[config.mk]
export PLATFORM = sky130hd
export DESIGN_NAME = gcd_engine
export DESIGN_NICKNAME = d
export VERILOG_FILES = /design/src/rtl/gcd_pkg.sv /design/src/rtl/SUB.sv /design/src/rtl/gcd_engine.sv
export SDC_FILE = /design/constraint.sdc
export NUM_CORES = 1
export LEC_CHECK = 0
export ABC_AREA = 1
export CORE_ASPECT_RATIO = 0.5
export CORE_MARGIN = 2
export CORE_UTILIZATION = 29
export DETAILED_ROUTE_END_ITERATION = 8
export GPL_ROUTABILITY_DRIVEN = 1
export PLACE_DENSITY = 0.6
export SKIP_LAST_GASP = 1
export SYNTH_ARGS = -nofsm -noshare
export SYNTH_HDL_FRONTEND = slang
export SYNTH_SLANG_ARGS = --single-unit
[constraint.sdc]
create_clock -name clk -period 2.4 [get_ports clk]
set_input_delay 0.48 -clock clk [delete_from_list [all_inputs] [get_ports clk]]
set_output_delay 0.48 -clock clk [all_outputs]
set_load 0.01 [all_outputs]
[src/rtl/gcd_pkg.sv]
// Shared definitions for the GCD engine: FSM state type and the fixed
// datapath width of the SUB subtractor.
package gcd_pkg;

    localparam int unsigned GCD_WIDTH = 16;

    typedef enum logic [1:0] {
        IDLE = 2'd0,
        RUN  = 2'd1,
        DONE = 2'd2
    } state_t;

endpackage

[src/rtl/SUB.sv]
// SUB: 16-bit combinational subtractor used by the GCD datapath.
// Ports:
//   in1 - minuend
//   in2 - subtrahend
//   out - in1 - in2 (modulo 2^16)
module SUB
    import gcd_pkg::*;
(
    input  logic [GCD_WIDTH-1:0] in1,
    input  logic [GCD_WIDTH-1:0] in2,
    output logic [GCD_WIDTH-1:0] out
);

    assign out = in1 - in2;

endmodule

[src/rtl/gcd_engine.sv]
// gcd_engine: sequential subtract-and-compare GCD of two unsigned operands.
// Each RUN cycle the larger operand register is replaced by the difference
// of the two registers until a terminal condition yields the result.
// Ports:
//   clk      - rising-edge clock
//   rst_n    - asynchronous active-low reset
//   start    - request, sampled only in IDLE
//   a_in     - operand A, latched on accepted start
//   b_in     - operand B, latched on accepted start
//   busy     - high while computing
//   done     - one-cycle pulse when gcd_out/iter_cnt are valid
//   gcd_out  - result, held until the next accepted start
//   iter_cnt - number of subtractions performed, held with gcd_out
module gcd_engine
    import gcd_pkg::*;
#(
    parameter int unsigned WIDTH = GCD_WIDTH,
    parameter int unsigned CNT_W = 16
) (
    input  logic             clk,
    input  logic             rst_n,
    input  logic             start,
    input  logic [WIDTH-1:0] a_in,
    input  logic [WIDTH-1:0] b_in,
    output logic             busy,
    output logic             done,
    output logic [WIDTH-1:0] gcd_out,
    output logic [CNT_W-1:0] iter_cnt
);

    // The subtractor is a fixed 16-bit block; any other width cannot work.
    if (WIDTH != GCD_WIDTH) begin : g_bad_width
        $error("gcd_engine: WIDTH must equal GCD_WIDTH (16)");
    end

    state_t           state;
    logic [WIDTH-1:0] rega;
    logic [WIDTH-1:0] regb;

    logic             a_gt_b;
    logic [WIDTH-1:0] sub_in1;
    logic [WIDTH-1:0] sub_in2;
    logic [WIDTH-1:0] diff;
    logic             finish;
    logic [WIDTH-1:0] result;

    // Larger operand always goes to in1, so the difference never wraps.
    always_comb begin
        a_gt_b  = rega > regb;
        sub_in1 = a_gt_b ? rega : regb;
        sub_in2 = a_gt_b ? regb : rega;
    end

    SUB u_sub (
        .in1 (sub_in1),
        .in2 (sub_in2),
        .out (diff)
    );

    // Terminal checks in priority order: B zero, A zero, A equal to B.
    always_comb begin
        finish = 1'b0;
        result = rega;
        if (regb == '0) begin
            finish = 1'b1;
            result = rega;
        end else if (rega == '0) begin
            finish = 1'b1;
            result = regb;
        end else if (rega == regb) begin
            finish = 1'b1;
            result = rega;
        end
    end

    always_ff @(posedge clk or negedge rst_n) begin
        if (!rst_n) begin
            state    <= IDLE;
            rega     <= '0;
            regb     <= '0;
            busy     <= 1'b0;
            done     <= 1'b0;
            gcd_out  <= '0;
            iter_cnt <= '0;
        end else begin
            case (state)
                IDLE: begin
                    done <= 1'b0;
                    if (start) begin
                        rega     <= a_in;
                        regb     <= b_in;
                        gcd_out  <= '0;
                        iter_cnt <= '0;
                        busy     <= 1'b1;
                        state    <= RUN;
                    end
                end
                RUN: begin
                    if (finish) begin
                        gcd_out <= result;
                        busy    <= 1'b0;
                        done    <= 1'b1;
                        state   <= DONE;
                    end else begin
                        if (a_gt_b) begin
                            rega <= diff;
                        end else begin
                            regb <= diff;
                        end
                        iter_cnt <= iter_cnt + CNT_W'(1);
                    end
                end
                DONE: begin
                    done  <= 1'b0;
                    state <= IDLE;
                end
                default: begin
                    busy  <= 1'b0;
                    done  <= 1'b0;
                    state <= IDLE;
                end
            endcase
        end
    end

endmodule

==> out/results.tsv <==
stage	metric	value	unit
clock_tree	cts_tree	yes	
logic_synthesis	ys_warn_count	0	
setup_path	slowest_stage	dfrtp_1	
logic_synthesis	synth-edff-count	0	
logic_synthesis	ys_seq_area_share	36.4	%
global_route	antenna_found_initial	0	
setup_path	critPathKind	flip-flop to flip-flop	
placed_design	gp_congestion	0.917	
setup_path	critPathMaxStageDelay	410	ps
finish	nFillCells	1465	
timing	post-route-min-period	2550	ps
clock_tree	clock_tree.buffer_depth	2	
run_status	violations	setup timing	
setup_path	path_max_fanout	7	
global_route	grt.total_usage	18.0	%
clock_tree	cts.clk_slew.worst_paths	60	ps
logic_synthesis	synthDistinctLibCells	39	
floorplanning	core_area	15600	um2
logic_synthesis	synthFlopType	dfrtp_1	
setup_path	reg2reg_depth	15	
logic_synthesis	synthTopCellsByArea	dfrtp_1 (36%), nand2_1 (13%), a21oi_1 (8.6%)	
detailed_routing	drt_pass1_iterations	5	
setup_path	worstPathBufferInverterCount	2	
setup_path	crit_family	simple AND/OR/NAND/NOR gates	
floorplanning	initial_core_util	30.0	%
floorplanning	ios	69	
logic_synthesis	async_flop_share	100	%
logic_synthesis	netlist_area	4670	um2
global_route	use_met3	3.02	%
setup_path	required	2670	ps
logic_synthesis	synth_nets	722	
logic_synthesis	synth_top_area_share	36.4	%
job	drv_cap	0	
timing	hold_viol	0	
timing	rsz0062_at_grt	yes	
setup_path	reg2reg_to	regb[14]	
setup_path	end_kind	flip-flop	
global_route	grt_first_pass_wirelength	24100	um
timing	worstMarginPinSlew	587	ps
logic_synthesis	syn_inst	669	
setup_path	r2r_slack	-150	ps
detailed_routing	finalWirelength	15800	um
global_route	grt_pass1_vias	4803	
placed_design	portBuffers	68	
timing	setup_violations	28	
global_route	grt_max_degree	31	
logic_synthesis	syn_area_per_cell	6.98	um2
timing	clock_skew	8.38	ps
logic_synthesis	ys_ff_latch	68	
finish	nets	901	
finish	stdcell_count	1057	
setup_path	crit_path_cell_trace	ha_4 > nand4_1 > nor2_4 > nand2_2 > nand2_4 > buf_8 > buf_12 > o211ai_1 > nand3_1 > nand2_2 > a21oi_2 > nand3_2 > nand2_2 > nand3_2 > a21oi_2	
timing	slew_headroom	60.9	%
floorplanning	die_x	183	um
floorplanning	die_area	17200	um2
floorplanning	die_height	93.7	um
timing	fin_ws	-150	ps
timing	fmax	0.392	GHz
finish	regArea	1700	um2
logic_synthesis	synth_common_cells	nand2_1 (157), inv_1 (82), a21oi_1 (80)	
timing	post-route-period-util	106	%
run_status	status	complete, but fails checks	
logic_synthesis	yosysMostFrequentCell	nand2_1	
detailed_routing	post_drt_via_cell_ratio	4.94	
global_route	gr-total-overflow	0	
logic_synthesis	yosys.area.top_type	dfrtp_1	
detailed_routing	num_vias	5219	
placed_design	hpwl	11400	um
detailed_routing	first_iter_violations	240	
setup_path	crit_path_start_kind	flip-flop	
finish	n_antenna_cell	0	
global_route	grt-busiest-layer	met2	
clock_tree	cts_root_buffer	clkbuf_16	
global_route	use_met2	29.2	%
setup_path	reg2reg_from	rega[15]	
placed_design	dp_cells	1017	
global_route	use_met1	25.2	%
clock_tree	cts_made_buffers	9	
timing	slew_violations	0	
setup_path	path_common_cell	nand2_2	
floorplanning	row_count	32	
clock_tree	h-tree-depth	3	
hold_path	min_path_type	input port to asynchronous set/reset pin	
setup_path	cp.arrival	2820	ps
detailed_routing	drc	0	
finish	multi_input_comb_area	3220	um2
detailed_routing	ant_nets	0	
clock_tree	cts_hold_buf	0	
clock_tree	clk_latency	340	ps
finish	drive_gt1_share	34.2	%
finish	area_growth	61.6	%
detailed_routing	avgRoutedWirePerCell	15.0	um
clock_tree	clock-sinks	68	
[cell usage in the layout (no fill, tap or decap), types with 4 or more instances in the layout]
cell type / Yosys / layout
inv_6: 0 / 4
clkdlybuf4s50_1: 0 / 67
buf_12: 0 / 6
a21oi_1: 80 / 58
a21oi_2: 4 / 20
nand4_1: 14 / 14
a31oi_1: 4 / 4
clkbuf_16: 0 / 10
nand2_1: 157 / 122
o21ai_0: 11 / 4
nand2_4: 2 / 8
nand3b_1: 7 / 7
a21oi_4: 0 / 6
nor2_2: 1 / 8
a22oi_2: 0 / 10
ha_4: 0 / 15
nand3_2: 1 / 14
nor3_1: 11 / 7
o211ai_1: 16 / 16
inv_2: 5 / 15
nor2_1: 74 / 65
buf_4: 0 / 104
inv_1: 82 / 71
nor2_4: 3 / 5
nand2_2: 5 / 34
o21ai_1: 3 / 6
a22oi_1: 16 / 6
nand3_1: 46 / 31
nor4_1: 5 / 4
dfrtp_1: 68 / 68
buf_6: 2 / 10
[worst reg2reg max path, stage by stage (launching register included)]
cell,delay (ps)
dfrtp_1,410
ha_4,300
nand4_1,210
nor2_4,190
nand2_2,80
nand2_4,100
buf_8,150
buf_12,110
o211ai_1,100
nand3_1,130
nand2_2,90
a21oi_2,190
nand3_2,90
nand2_2,80
nand3_2,100
a21oi_2,160
[state kept, by name, indices dropped and copies added (netlist names)]
| register | cells |
|---|---|
| gcd_out | 16 |
| iter_cnt | 16 |
| regb | 16 |
| state | 2 |
| done | 1 |
| rega | 16 |
| busy | 1 |
[metal layers]
metal	vias to the layer above	wire length (um)
met3	15	561
met4	0	210
met5	-	0
met1	2508	7740
li1	2595	-
met2	101	7310
[cell families after synthesis]
kind of cell / synth area share, %
AOI/OAI and AO/OA: 17.2
xor gates and xnor gates: 0.563
adders and majority gates: 4.82
buffers and inverters: 9.38
DFF: 36.4
and+or+nand+nor: 31.6
[per-stage QoR]
| stage | setup slack (ps) | cell area (um2) | hold WS, ps | setup TNS [ps] | util, % |
|---|---|---|---|---|---|
| after floorplan | 0.373 | 4760 | 184 | 0 | - |
| after global placement | -213 | 6380 | 476 | -4800 | 40.9 |
| after CTS | -120 | 7020 | 137 | -1500 | 45.1 |
| final | -150 | 7550 | 132 | -2530 | 48.5 |
| after global routing | -313 | 7550 | 165 | -6800 | 48.5 |
| after detailed placement | -261 | 6380 | 479 | -5990 | 40.9 |
[how the worst max path moves through the flow]
| stage | startpoint | end | slack (ps) | depth (start not counted) |
|---|---|---|---|---|
| 2_1_floorplan | regb[6] | rega[8] | 0.4 | 21 |
| 3_3_place_gp | rega[5] | regb[12] | -210 | 21 |
| 3_5_place_dp | rega[15] | rega[10] | -260 | 19 |
| 4_1_cts | rega[14] | rega[8] | -120 | 18 |
| 5_1_grt | rega[15] | rega[8] | -310 | 18 |
| 6_report | rega[15] | regb[14] | -150 | 15 |
[final cells by class]
type	count	share of cell area, %
Clock buffer	9	2.98
Clock inverter	7	1.06
Inverter	89	4.51
Multi-Input combinational cell	490	42.6
Sequential cell	68	22.5
Tap cell	204	3.38
Timing Repair Buffer	190	22.9
[what timing repair did]
action,4_1_cts,5_1_grt
gates cloned,0,1
endpoints found under the setup margin,37,50
setup buffers,10,15
resized for setup,70,94
pin swaps,26,38
Power is left out: the tool's default activity adds up to more than one toggle a clock period on the data nets, which glitch-free logic cannot reach.
